## src/rtl/stopwatch_ctrl_if.sv

```systemverilog
// Button/time-base inputs and BCD display/status outputs of the stopwatch
// control stage, bundled for connection between the debouncer side and the
// seven-segment scan driver side.
interface stopwatch_ctrl_if;
  logic       pb_debounced;
  logic       tick;
  logic [3:0] sec_ones;
  logic [3:0] sec_tens;
  logic [3:0] min_ones;
  logic [3:0] min_tens;
  logic       running;
  logic       press_pulse;

  // Upstream side: drives the button level and tick, observes the display.
  modport master (
    output pb_debounced,
    output tick,
    input  sec_ones,
    input  sec_tens,
    input  min_ones,
    input  min_tens,
    input  running,
    input  press_pulse
  );

  // Stopwatch side: consumes button/tick, produces display and status.
  modport slave (
    input  pb_debounced,
    input  tick,
    output sec_ones,
    output sec_tens,
    output min_ones,
    output min_tens,
    output running,
    output press_pulse
  );
endinterface

```

## src/rtl/stopwatch_ctrl.sv

```systemverilog
// MM:SS BCD stopwatch controller. A short press (release before the hold
// threshold) toggles run/pause; holding the button for LONG_TICKS ticks
// clears the count once and forces pause. The release that ends a long
// press is swallowed so it does not also toggle.
module stopwatch_ctrl #(
  parameter int unsigned LONG_TICKS = 2
) (
  input  logic           clk,
  input  logic           rst,
  stopwatch_ctrl_if.slave sw
);

  typedef enum logic {
    PAUSE = 1'b0,
    RUN   = 1'b1
  } state_t;

  localparam logic [3:0] HOLD_LIMIT = 4'(LONG_TICKS);

  state_t      state_q, state_d;
  logic        pb_prev_q;
  logic [3:0]  hold_q, hold_d;
  logic        long_flag_q, long_flag_d;
  logic        press_pulse_q;
  logic [15:0] digits_q, digits_d;

  logic        press;
  logic        release_evt;
  logic        held;
  logic        hold_step;
  logic        long_clear;
  logic        count_en;
  logic [3:0]  at_max;
  logic [3:0]  carry_in;

  // Button edge classification against the previous sampled level.
  assign press       = ~pb_prev_q &  sw.pb_debounced;
  assign release_evt =  pb_prev_q & ~sw.pb_debounced;
  assign held        =  pb_prev_q &  sw.pb_debounced;

  // Hold counter only advances on a tick while held and below saturation;
  // the step that lands exactly on the threshold is the one-shot clear.
  assign hold_step  = held & sw.tick & (hold_q < HOLD_LIMIT);
  assign long_clear = hold_step & ((hold_q + 4'd1) == HOLD_LIMIT);

  // The clear takes priority over a coincident tick increment.
  assign count_en = sw.tick & (state_q == RUN) & ~long_clear;

  // Digit chain: digits 0/2 are units (0-9), digits 1/3 are tens (0-5).
  // Each digit advances when every lower digit is at its maximum, computed
  // directly from the registered digits so there is no ripple loop.
  for (genvar gi = 0; gi < 4; gi++) begin : g_digit
    localparam logic [3:0] DIGIT_MAX  = (gi % 2 == 0) ? 4'd9 : 4'd5;
    localparam logic [3:0] LOWER_MASK = 4'((1 << gi) - 1);
    logic [3:0] cur_digit;

    assign cur_digit    = digits_q[gi*4 +: 4];
    assign at_max[gi]   = (cur_digit == DIGIT_MAX);
    assign carry_in[gi] = count_en & (&(at_max | ~LOWER_MASK));
    assign digits_d[gi*4 +: 4] = long_clear  ? 4'd0 :
                                 !carry_in[gi] ? cur_digit :
                                 at_max[gi]  ? 4'd0 : cur_digit + 4'd1;
  end

  // Next-state logic for run/pause, hold counter and long-press flag.
  always_comb begin
    state_d     = state_q;
    hold_d      = hold_q;
    long_flag_d = long_flag_q;

    if (press) begin
      hold_d = 4'd0;
    end else if (hold_step) begin
      hold_d = hold_q + 4'd1;
    end

    if (long_clear) begin
      state_d     = PAUSE;
      long_flag_d = 1'b1;
    end else if (release_evt) begin
      if (long_flag_q) begin
        long_flag_d = 1'b0;
      end else begin
        state_d = (state_q == RUN) ? PAUSE : RUN;
      end
    end
  end

  // State register for the run/pause FSM.
  always_ff @(posedge clk or posedge rst) begin
    if (rst) begin
      state_q <= PAUSE;
    end else begin
      state_q <= state_d;
    end
  end

  // Button tracking, hold counter, long-press flag and press pulse.
  always_ff @(posedge clk or posedge rst) begin
    if (rst) begin
      pb_prev_q     <= 1'b0;
      hold_q        <= 4'd0;
      long_flag_q   <= 1'b0;
      press_pulse_q <= 1'b0;
    end else begin
      pb_prev_q     <= sw.pb_debounced;
      hold_q        <= hold_d;
      long_flag_q   <= long_flag_d;
      press_pulse_q <= press;
    end
  end

  // BCD display register.
  always_ff @(posedge clk or posedge rst) begin
    if (rst) begin
      digits_q <= 16'd0;
    end else begin
      digits_q <= digits_d;
    end
  end

  assign sw.sec_ones    = digits_q[3:0];
  assign sw.sec_tens    = digits_q[7:4];
  assign sw.min_ones    = digits_q[11:8];
  assign sw.min_tens    = digits_q[15:12];
  assign sw.running     = (state_q == RUN);
  assign sw.press_pulse = press_pulse_q;

endmodule
```

## src/flat_wrapper.sv

```systemverilog
// flat-port wrapper written by rule: the top's interface ports become plain ports
module stopwatch_ctrl_flat 
#(
  parameter int unsigned LONG_TICKS = 2
)
  (clk, rst, sw_pb_debounced, sw_tick, sw_sec_ones, sw_sec_tens, sw_min_ones, sw_min_tens, sw_running, sw_press_pulse);
  stopwatch_ctrl_if sw_i ();
  input  logic clk;
  input  logic rst;
  input wire logic [$bits(sw_i.pb_debounced)-1:0] sw_pb_debounced;
  input wire logic [$bits(sw_i.tick)-1:0] sw_tick;
  output wire logic [$bits(sw_i.sec_ones)-1:0] sw_sec_ones;
  output wire logic [$bits(sw_i.sec_tens)-1:0] sw_sec_tens;
  output wire logic [$bits(sw_i.min_ones)-1:0] sw_min_ones;
  output wire logic [$bits(sw_i.min_tens)-1:0] sw_min_tens;
  output wire logic [$bits(sw_i.running)-1:0] sw_running;
  output wire logic [$bits(sw_i.press_pulse)-1:0] sw_press_pulse;
  assign sw_i.pb_debounced = sw_pb_debounced;
  assign sw_i.tick = sw_tick;
  assign sw_sec_ones = sw_i.sec_ones;
  assign sw_sec_tens = sw_i.sec_tens;
  assign sw_min_ones = sw_i.min_ones;
  assign sw_min_tens = sw_i.min_tens;
  assign sw_running = sw_i.running;
  assign sw_press_pulse = sw_i.press_pulse;
  stopwatch_ctrl #(.LONG_TICKS(LONG_TICKS)) u_core (.clk(clk), .rst(rst), .sw(sw_i));
endmodule
```

## config.mk

```make
export PLATFORM = sky130hd
export DESIGN_NAME = stopwatch_ctrl_flat
export DESIGN_NICKNAME = d
export VERILOG_FILES = /design/src/rtl/stopwatch_ctrl_if.sv /design/src/rtl/stopwatch_ctrl.sv /design/src/flat_wrapper.sv
export SDC_FILE = /design/constraint.sdc
export NUM_CORES = 1
export LEC_CHECK = 0
export CAP_MARGIN = 5
export CORE_ASPECT_RATIO = 1.4
export CORE_MARGIN = 4
export CORE_UTILIZATION = 47
export DETAILED_ROUTE_END_ITERATION = 6
export PLACE_DENSITY = 0.78
export SLEW_MARGIN = 20
export SYNTH_ARGS = -nofsm -noshare
export SYNTH_HDL_FRONTEND = slang
export SYNTH_SLANG_ARGS = --single-unit
```

## constraint.sdc

```tcl
create_clock -name clk -period 1.87 [get_ports clk]
set_clock_uncertainty 0.2 [all_clocks]
set_input_delay 0.4675 -clock clk [delete_from_list [all_inputs] [get_ports clk]]
set_output_delay 0.4675 -clock clk [all_outputs]
set_load 0.03 [all_outputs]
```

Word level (Yosys, flattened, before mapping)
Index checks and enable logic that the tools add are counted.
Widths: inputs -> output; s select.
- register bits after elaboration: 24
- bits of input ports: 4
- output and inout bits: 18
- word-level logic and storage cells: 64
- $add $sub $neg: 5
- $lt $le $gt $ge: 1
- equal/unequal tests: 6
- muxes and demuxes: 20
- bitwise gates (word level): 14
- reduce and logical (&&, ||, !) cells: 9
- operators by type and width (operator ; number):
    $mux 4 ; 14
    $add 4x1->4 const B ; 5
    $reduce_bool 2->1 ; 6
    $and 1x1->1 ; 11
    $eq 4x3->1 const B ; 2
    $eq 4x4->1 const B ; 2
    $mux 1 ; 6
    $eq 4x2->1 const B ; 1
    $lt 4x2->1 const B ; 1
    $reduce_and 2->1 ; 2
    $not 1->1 ; 3
    $reduce_and 3->1 ; 1
    $ne 2x2->1 const B ; 1

Logic depth before layout (Yosys ltp)
Gate-level depths: netlist of run 1.
- depth in word-level cells: 9
- mapped depth: 7
- mapped depth without buffers: 6

Least setup slack after synthesis of run 1
No wires, ideal clock.
- path kind: register to register
- start: register u_core.digits_q[0]
- end: register u_core.digits_q[15]
- setup time: 77 ps
- arrival: 1707 ps
- data required time: 1593 ps
- slack: -114 ps
- cell stages (with the launch flop): 6
- buffers on the path: 0
- period minus slack after synthesis: 1984 ps
- cells stage by stage: dfrtp_1 ha_1 and4_1 nand3_2 or4_1 a21oi_1
- longest elaborated chain between the ends: 4
- RTL lines (element ; RTL line ; text):
    start, declared ; stopwatch_ctrl.sv:25 ; logic [15:0] digits_q, digits_d;
    start signal, assigned ; stopwatch_ctrl.sv:118 ; digits_q <= digits_d;
    $eq 4x4->1 ; stopwatch_ctrl.sv:58 ; assign at_max[gi] = (cur_digit == DIGIT_MAX);
    $reduce_and 3->1 ; stopwatch_ctrl.sv:59 ; assign carry_in[gi] = count_en & (&(at_max | ~LOWER_MASK));
    $and 1x1->1 ; stopwatch_ctrl.sv:59 ;
    $reduce_bool 2->1 (no source line) ; -- ;
No other way between the ends.
A chain may end at the register's enable or synchronous reset.

Worst setup path after layout of run 1
- start: register u_core.digits_q[1]
- end: register u_core.digits_q[15]
Same word-level chain as after synthesis.

==> metrics.yaml, run 1 <==
setup_path:
  cp-end-kind: "register"
  cp_data_arrival_time_ps: 1890
  cp_top_family: "simple AND/OR/NAND/NOR gates"
  worst_ep_required_time_ps: 1920
  cp-start-kind: "register"
  cpMaxStageDelayCell: "dfrtp_2"
  criticalPathCategory: "register to register"
  cpPeakStageDelay_ps: 460
  worstPathCellList: "inv_2 -> ha_4 -> and4_4 -> nand3_4 -> or4_1 -> a21oi_1"
  crit_path_max_fanout: 5
  critPathBufInv: 1
outcome:
  status: "finished clean"
cts:
  cts_buffer_depth: 2
  hold_buffers: 0
  clock_latency_ps: 310
  cts_max_level: 1
  cts_tree: "done"
  cts.sinks: 24
  cts_buffers: 3
  clk_pin_slew_worst_paths_ps: 130
  cts_root_buf: "clkbuf_4"
detailed_routing:
  route.detailed.drc: 0
  viasPerCell: 5.46
  first_iter_violations: 41
  vias: 1180
  first_pass_iters: 4
  ant_nets: 0
  routedWlPerCell_um: 14.1
  drt-total-wl_mm: 3.04
power:
  power_w: 0.00167
  p_per_area_nw_per_um2: 930
  vdd_drop_max_mv: 0.879
  leakage_nw: 0.871
finish:
  stdcell_count: 216
  drive_above_1_share_pct: 30.0
  stdcell_area_um2: 1800
  num_antenna_cells: 0
  areaGrowthSynthToFinish_pct: 37.0
  seqCellArea_um2: 609
  multi_input_area_um2: 726
  n_fill_cell: 223
  nets: 195
placement:
  dp.cells: 206
  gp_congestion: 0.783
  postPlaceCellArea_um2: 1690
  port_buffers: 21
  dp_hpwl_mm: 2.12
synth:
  synth_seq_area_share_pct: 45.7
  synth-compound-area-share_pct: 11.4
  synthCells: 135
  synth_warnings: 0
  syn_nets: 149
  ys.flop_type: "dfrtp_1"
  synth.most_common_cell: "dfrtp_1"
  syn_area_um2: 1310
  muxShareOfSynthArea_pct: 2.29
  synthTopCellsByArea: "dfrtp_1 46%, ha_1 9.5%, nor2_1 6.0%, a21oi_1 5.7%, o21ai_0 2.7%"
  yosysTopAreaCell: "dfrtp_1"
  yosys.area_share.simple_pct: 26.5
  syn_area_per_cell_um2: 9.73
  synth_fa_ha_area_share_pct: 9.52
  yosys.area_share.xor_xnor_pct: 1.33
  synth_common_cells: "24 x dfrtp_1, 21 x nor2_1, 15 x a21oi_1"
  synth_top_family_by_area: "simple AND/OR/NAND/NOR gates"
  synth_enable_flop_cells: 0
  synth.distinct_cells: 37
  postSynthRegisterBits: 24
  synth_top_area_share_pct: 45.7
  async_flop_share_pct: 100
timing:
  hold_ws_ps: 138
  final.min_clock_period_ps: 1830
  drv_slew: 0
  worstMarginPinSlew_ps: 320
  fin_crit_sh_pct: 98.1
  maxSlewHeadroom_pct: 78.7
  setup_viol: 0
  rsz0062_at_grt: "true"
  fmax_mhz: 545
  setup_tns_ps: 0
  report.final.hold_viol_count: 0
global_routing:
  grt_max_degree: 25
  grt_pass1_wl_mm: 5.06
  grt_pass1_vias: 1184
  use_met2_pct: 29.8
  busiest_layer: "met2"
  grt_use_met3_pct: 2.53
  antenna_found_initial: 0
  grt_use_total_pct: 17.3
  grt_overflow: 0
  met1_usage_pct: 20.2
floorplan:
  start_util_pct: 49.7
  die_h_um: 70.6
  io_pins: 22
  rows: 22
  die-width_um: 52.7
  coreArea_um2: 2640
  die-area_um2: 3720
min_path:
  hp-class: "input port to register"
run:
  timing.max_cap.violations: 0
## state kept, by name, indices dropped and copies added (netlist names)
name,flops
u_core.sw.press_pulse,1
u_core.hold_q,4
u_core.digits_q,16
u_core.sw.running,1
u_core.long_flag_q,1
u_core.pb_prev_q,1
## cell families (layout without fill, tap and decap cells)
group	Yosys count	in the layout
simple gates	60	60
compound gates	27	27
flops	24	24
fa+ha+maj	10	10
buf+inv	9	54
mux	3	3
xor+xnor	2	2
## final cells by class
type / count / share of cell area, %
clock buffers: 4 / 2.02
inverters: 7 / 1.46
multi-input cells: 102 / 40.3
flip-flops and latches: 24 / 33.8
well taps: 36 / 2.50
repair buffers: 43 / 19.9
## where the power goes
group,total (W),internal (W),leakage [nW],switching [W]
Clock,0.000270,0.000119,0.0210,0.000151
Sequential,0.000711,0.000609,0.311,0.000102
Combinational,0.000693,0.000305,0.539,0.000387
## final timing paths
| check | start | depth (start not counted) | slack (ps) | endpoint |
|---|---|---|---|---|
| min reg2reg | u_core.long_flag_q | 1 | 310 | u_core.long_flag_q |
| min in group asynchronous | rst | 3 | 280 | u_core.sw.running |
| max reg2reg | u_core.digits_q[1] | 6 | 40 | u_core.digits_q[15] |
| min | sw_pb_debounced | 1 | 140 | u_core.pb_prev_q |
| max | u_core.digits_q[1] | 6 | 40 | u_core.digits_q[15] |
| max in group asynchronous | rst | 3 | 940 | u_core.digits_q[8] |
## layer usage
metal | vias to the layer above | wire [um]
met3 | 13 | 89
met2 | 36 | 1620
met5 | - | 0
met4 | 0 | 94
met1 | 565 | 1240
li1 | 566 | -
## stage by stage
| step | utilization (%) | setup WS [ps] |
|---|---|---|
| 6_report | 68.1 | 36.2 |
| 3_5_place_dp | 64.1 | -341 |
| 2_1_floorplan | - | 3.82 |
| 3_3_place_gp | 64.1 | -265 |
| 4_1_cts | 65.7 | 2.92 |
| 5_1_grt | 68.1 | -18.4 |
## cell usage in the layout (no fill, tap or decap), types with 4 or more instances in the layout
| cell type | count |
|---|---|
| dlygate4sd2_1 | 12 |
| nor2_1 | 20 |
| o21ai_0 | 7 |
| nand3_1 | 4 |
| a21oi_1 | 12 |
| dfrtp_1 | 17 |
| dfrtp_2 | 7 |
| nand2_1 | 6 |
| ha_1 | 8 |
| buf_4 | 21 |
| inv_1 | 5 |
## what timing repair did
| item | CTS | global route |
|---|---|---|
| endpoints found under the setup margin | 21 | 25 |
| setup buffers | 2 | 4 |
| pin swaps | 2 | 7 |
| resized for setup | 23 | 18 |
Note: power is estimated with default switching activity, not from simulation.
==> run 2, diff against run 1 <==
--- a/config.mk
+++ b/config.mk
@@ -7,10 +7,9 @@
 export LEC_CHECK = 0
 export CAP_MARGIN = 5
 export CORE_ASPECT_RATIO = 1.4
-export CORE_MARGIN = 4
-export CORE_UTILIZATION = 47
+export CORE_UTILIZATION = 56
 export DETAILED_ROUTE_END_ITERATION = 6
-export PLACE_DENSITY = 0.78
+export PLACE_DENSITY = 0.86
 export SLEW_MARGIN = 20
 export SYNTH_ARGS = -nofsm -noshare
 export SYNTH_HDL_FRONTEND = slang
==> constraint.sdc (replaced) <==
create_clock -name clk -period 2.35 [get_ports clk]
set_clock_uncertainty 0.2 [all_clocks]
set_input_delay 0.5875 -clock clk [delete_from_list [all_inputs] [get_ports clk]]
set_output_delay 0.5875 -clock clk [all_outputs]
set_load 0.03 [all_outputs]
==> metrics.yaml, run 2 (synthesis results as in run 1) <==
outcome:
  status: "finished clean"
cts:
  cts_root_buf: "clkbuf_4"
  cts.sinks: 24  # unchanged
  postCtsSetupBuffers: 0  # -2
  cts_max_level: 1  # unchanged
  cts_tree: "done"
  cts_buffer_depth: 2  # unchanged
  clk_pin_slew_worst_paths_ps: 130  # about the same
  clock_latency_ps: 320  # about the same
  cts_resized: 0  # -100%
  cts_buffers: 3  # unchanged
  hold_buffers: 0  # unchanged
min_path:
  hold_path_depth: 1  # unchanged
  hp-class: "register to register"
floorplan:
  start_util_pct: 59.7  # +9.9 points
  die-width_um: 42.9  # -19%
  coreArea_um2: 2200  # -17%
  die_h_um: 59.3  # -16%
  die-area_um2: 2550  # -31%
  io_pins: 22  # unchanged
  rows: 20  # -9.1%
timing:
  report.final.hold_viol_count: 0  # unchanged
  rsz0062_at_grt: "false"
  setup_tns_ps: 0  # unchanged
  fin_crit_sh_pct: 98.4
  fmax_mhz: 433
  final.min_clock_period_ps: 2310
  worstMarginPinSlew_ps: 341  # +21.1 ps
  maxSlewHeadroom_pct: 77.2  # -1.4 points
  hold_ws_ps: 307  # +169 ps
  setup_viol: 0  # unchanged
  timing.final.ws_setup_ps: 38.4  # +2.14 ps
  drv_slew: 0  # unchanged
placement:
  port_buffers: 21  # unchanged
  gp_congestion: 0.743  # -5.2%
  place_ws_ps: 18.5  # +359 ps
  dp.cells: 181  # -12%
  dp_hpwl_mm: 1.96  # -7.3%
power:
  p_per_area_nw_per_um2: 776  # -16%
  p_sw_w: 0.000482  # -25%
  power_frac_clock_pct: 17.7  # +1.6 points
  p_seq_share_pct: 46.3  # +3.8 points
  switching_share_pct: 38.4  # +0.15 points
  internal-power_w: 0.000771  # -25%
  leakage_nw: 0.756  # -13%
  comb_power_share_pct: 36.1  # -5.3 points
  vdd_drop_max_mv: 0.770  # -12%
setup_path:
  crit_path_max_fanout: 7  # +2
  cp_data_arrival_time_ps: 1520  # -370 ps
  cpPeakStageDelay_ps: 710  # +250 ps
  criticalPathCategory: "register to primary output"
  crit_cells: 1  # -5
  cp-end-kind: "primary output"
  worstRegToRegCells: 5  # -1
  cp-start-kind: "register"
  cpMaxStageDelayCell: "clkdlybuf4s50_1"
  cp_top_family: "buffers and inverters"
  critPathBufInv: 1  # unchanged
  worstPathCellList: "clkdlybuf4s50_1"
  worst_ep_required_time_ps: 1560  # -360 ps
global_routing:
  antenna_found_initial: 0  # unchanged
  grt_max_degree: 25  # unchanged
  grt_overflow: 0  # unchanged
  grt_pass1_wl_mm: 4.29  # -15%
  grt_pass1_vias: 977  # -17%
  grt_use_total_pct: 22.3  # +5.0 points
finish:
  final_common_cell: "dfrtp_1"
  largest_reg_flops: 16  # unchanged
  layout_common_cells: "24 x dfrtp_1, 21 x nor2_1, 19 x clkdlybuf4s50_1"
  num_antenna_cells: 0  # unchanged
  stdcell_count: 185  # -14%
  drive_above_1_share_pct: 9.82  # -20 points
  top_regs: "u_core.digits_q (16), u_core.hold_q (4)"
  nets: 178  # -8.7%
  utilization_pct: 73.3  # +5.2 points
  areaGrowthSynthToFinish_pct: 22.9
  regMostFlops: "u_core.digits_q"
  n_fill_cell: 169  # -24%
detailed_routing:
  first_iter_violations: 16  # -61%
  ant_nets: 0  # unchanged
  drt-total-wl_mm: 2.65  # -13%
  routedWlPerCell_um: 14.3  # +1.7%
  viasPerCell: 5.93  # +8.5%
  vias: 1097  # -7.0%
  first_pass_iters: 4  # unchanged
  route.detailed.drc: 0  # unchanged
run:
  timing.max_cap.violations: 0  # unchanged
## run 2: cell count changes in the layout (fill, tap and decap cells not counted), moves of 7 or more
cell / previous run / this run
clkdlybuf4s50_1: 2 / 19
buf_4: 21 / 5
dlygate4sd2_1: 12 / 0
dfrtp_1: 17 / 24
dfrtp_2: 7 / 0
## run 2: stage by stage
stage | instance area [um2] | total power [W]
after CTS | 1610 | 0.00126
final | 1610 | 0.00125
after floorplan | 1310 | 0.000859
after global routing | 1610 | 0.00133
after global placement | 1570 | 0.00102
after detailed placement | 1570 | 0.00104
## run 2: power by group through the flow
stage / sequential (W) / combinational [W] / clock (W)
after CTS: 0.000578 / 0.000457 / 0.000225
final: 0.000580 / 0.000452 / 0.000221
after global placement: 0.000579 / 0.000441 / 0
after floorplan: 0.000671 / 0.000188 / 0
after detailed placement: 0.000586 / 0.000455 / 0
after global routing: 0.000593 / 0.000495 / 0.000238
## run 2: final cells by class
type	count	area (um2)	area share (%)
clock buffers	4	36.3	2.25
inverters	7	26.3	1.63
multi-input cells	102	671	41.6
flip-flops and latches	24	601	37.2
well taps	22	27.5	1.71
repair buffers	26	253	15.7
## run 2: worst register-to-register path, stage by stage (launching register included)
cell     delay, ps
dfrtp_1        470
ha_1           270
and4_1         270
nand3_2        150
or4_1          440
a21oi_1        150
## run 2: routing by layer
metal | track usage [%] | routed length (um)
met1 | 25.6 | 1090
met2 | 40.5 | 1430
met3 | 2.74 | 72
met4 | 10.4 | 54
met5 | 0 | 0
## run 2: worst paths after layout
| check | startpoint | endpoint | slack [ps] |
|---|---|---|---|
| hold reg to reg | u_core.long_flag_q | u_core.long_flag_q | 310 |
| hold / removal | u_core.long_flag_q | u_core.long_flag_q | 310 |
| setup reg to reg | u_core.digits_q[0] | u_core.digits_q[15] | 330 |
| max in group asynchronous | rst | u_core.sw.running | 1320 |
| min in group asynchronous | rst | u_core.digits_q[9] | 390 |
| setup / recovery | u_core.sw.running | sw_running | 40 |
==> run 3, diff against run 2 <==
--- a/config.mk
+++ b/config.mk
@@ -6,10 +6,12 @@
 export NUM_CORES = 1
 export LEC_CHECK = 0
 export CAP_MARGIN = 5
+export CELL_PAD_IN_SITES_DETAIL_PLACEMENT = 0
+export CELL_PAD_IN_SITES_GLOBAL_PLACEMENT = 1
 export CORE_ASPECT_RATIO = 1.4
-export CORE_UTILIZATION = 56
+export CORE_UTILIZATION = 40
 export DETAILED_ROUTE_END_ITERATION = 6
-export PLACE_DENSITY = 0.86
+export PLACE_DENSITY = 0.81
 export SLEW_MARGIN = 20
 export SYNTH_ARGS = -nofsm -noshare
 export SYNTH_HDL_FRONTEND = slang
==> constraint.sdc (replaced) <==
create_clock -name clk -period 2.5 [get_ports clk]
set_clock_uncertainty 0.2 [all_clocks]
set_input_delay 0.625 -clock clk [delete_from_list [all_inputs] [get_ports clk]]
set_output_delay 0.625 -clock clk [all_outputs]
set_load 0.03 [all_outputs]
==> metrics.yaml, run 3 (synthesis results as in run 1) <==
outcome:
  status: "finished clean"
floorplan:
  coreArea_um2: 3120  # +42%
  io_pins: 22  # unchanged
  rows: 24  # +20%
  die-width_um: 50.4  # +17%
  start_util_pct: 42.1  # -18 points
  die-area_um2: 3520  # +38%
  die_h_um: 69.8  # +18%
timing:
  worstMarginPinSlew_ps: 359  # +18.4 ps
  final.min_clock_period_ps: 2280
  setup_viol: 0  # unchanged
  setup_tns_ps: 0  # unchanged
  drv_slew: 0  # unchanged
  rsz0062_at_grt: "false"
  report.final.hold_viol_count: 0  # unchanged
  fin_crit_sh_pct: 91.3
  maxSlewHeadroom_pct: 76.0  # -1.2 points
  fmax_mhz: 438
power:
  leakage_nw: 0.742  # -1.8%
  p_per_area_nw_per_um2: 782  # +0.68%
  power_frac_clock_pct: 25.7  # +8.0 points
  power_w: 0.00130  # +3.4%
  p_seq_share_pct: 41.9  # -4.4 points
  vdd_drop_max_mv: 0.556  # -28%
  p_sw_w: 0.000447  # -7.3%
  comb_power_share_pct: 32.4  # -3.7 points
  switching_share_pct: 34.5  # -4.0 points
  internal-power_w: 0.000849  # +10%
finish:
  regMostFlops: "u_core.digits_q"
  n_fill_cell: 315  # +86%
  areaGrowthSynthToFinish_pct: 26.2
  nets: 177  # -0.56%
  largest_reg_flops: 16  # unchanged
  final_common_cell: "dfrtp_1"
  top_regs: "u_core.digits_q (16), u_core.hold_q (4)"
  num_antenna_cells: 0  # unchanged
  layout_common_cells: "24 x dfrtp_1, 21 x nor2_1, 21 x clkdlybuf4s50_1"
  drive_above_1_share_pct: 9.26  # -0.56 points
detailed_routing:
  ant_nets: 0  # unchanged
  wl_met1_mm: 1.18  # +8.4%
  met2_length_mm: 1.25  # -13%
  route.met3.wl_um: 53  # -26%
  first_pass_iters: 4  # unchanged
  top_layer: "met4"
  viasPerCell: 5.23  # -12%
  vias: 1051  # -4.2%
  drt-total-wl_mm: 2.51  # -5.4%
  route.detailed.drc: 0  # unchanged
  routedWlPerCell_um: 12.5  # -13%
  first_iter_violations: 15  # -1
cts:
  clock_latency_ps: 260  # -60 ps
  cts_tree: "done"
  cts_buffer_depth: 2  # unchanged
  cts.sinks: 24  # unchanged
  clk_pin_slew_worst_paths_ps: 80  # -50 ps
  cts_max_level: 1  # unchanged
  hold_buffers: 0  # unchanged
  cts_root_buf: "clkbuf_8"
  cts_resized: 0  # unchanged
  postCtsSetupBuffers: 0  # unchanged
  cts_buffers: 3  # unchanged
setup_path:
  cpPeakStageDelay_ps: 720  # about the same
  rr_endpoint: "u_core.digits_q[15]"
  criticalPathCategory: "register to primary output"
  cpMaxStageDelayCell: "clkdlybuf4s50_1"
  r2r_slack_ps: 500  # +170 ps
  cp-end-kind: "primary output"
  worstPathCellList: "clkdlybuf4s50_1"
  cp_data_arrival_time_ps: 1460  # -60 ps
  cp_top_family: "buffers and inverters"
  worst_ep_required_time_ps: 1670  # +110 ps
  worstRegToRegCells: 6  # +1
  rr_startpoint: "u_core.digits_q[1]"
  crit_path_max_fanout: 9  # +2
  critPathBufInv: 1  # unchanged
  cp-start-kind: "register"
run:
  timing.max_cap.violations: 0  # unchanged
min_path:
  hold_path_depth: 1  # unchanged
  worstHoldStart: "u_core.long_flag_q"
  hp-class: "register to register"
  hold_end: "u_core.long_flag_q"
global_routing:
  grt_overflow: 0  # unchanged
  grt_max_degree: 25  # unchanged
  grt_pass1_vias: 1043  # +6.8%
  antenna_found_initial: 0  # unchanged
  grt_use_total_pct: 16.0  # -6.3 points
  grt_pass1_wl_mm: 4.50  # +4.8%
placement:
  port_buffers: 21  # unchanged
  gp_congestion: 0.843  # +13%
  dp_hpwl_mm: 1.84  # -6.2%
==> run 3: power groups by stage <==
stage | registers (W) | clock network (W) | logic (W)
global route | 0.000558 | 0.000358 | 0.000468
floorplan | 0.000631 | 0 | 0.000177
CTS | 0.000544 | 0.000345 | 0.000425
finish | 0.000543 | 0.000333 | 0.000420
global placement | 0.000546 | 0 | 0.000417
detailed placement | 0.000550 | 0 | 0.000421
==> run 3: routing by layer <==
layer | up-vias | global-route usage (%)
li1 | 528 | -
met1 | 506 | 20.5
met2 | 15 | 27.6
met3 | 2 | 1.97
met4 | 0 | 4.63
met5 | - | 0
==> run 3: worst max path at each step <==
stage                       start             endpoint  slack (ps)  cells after the start
3_5_place_dp              sw_tick  u_core.digits_q[15]         120                      5
2_1_floorplan  u_core.digits_q[0]  u_core.digits_q[15]         520                      5
4_1_cts         u_core.sw.running           sw_running         210                      1
5_1_grt         u_core.sw.running           sw_running         160                      1
3_3_place_gp              sw_tick  u_core.digits_q[15]         180                      5
6_report       u_core.digits_q[2]       sw_sec_ones[2]         220                      1
==> run 3: cell type report <==
cell class | count | area, um2 | area share (%)
Clock inverter | 1 | 30.0 | 1.81
Clock buffer | 3 | 41.3 | 2.49
Inverter | 7 | 26.3 | 1.58
Tap cell | 39 | 48.8 | 2.94
Timing Repair Buffer | 25 | 240 | 14.5
Multi-Input combinational cell | 102 | 671 | 40.5
Sequential cell | 24 | 601 | 36.2
==> run 3: per-stage QoR <==
stage                     util, %  instance area [um2]  instances  hold slack, ps  setup WS [ps]
after floorplan                 -                 1310        135             254            516
final                        53.1                 1660        201             296            219
after detailed placement     50.8                 1590        197             280            116
after CTS                    53.1                 1660        201             301            214
after global routing         53.1                 1660        201             326            158
after global placement       50.8                 1590        197             265            179
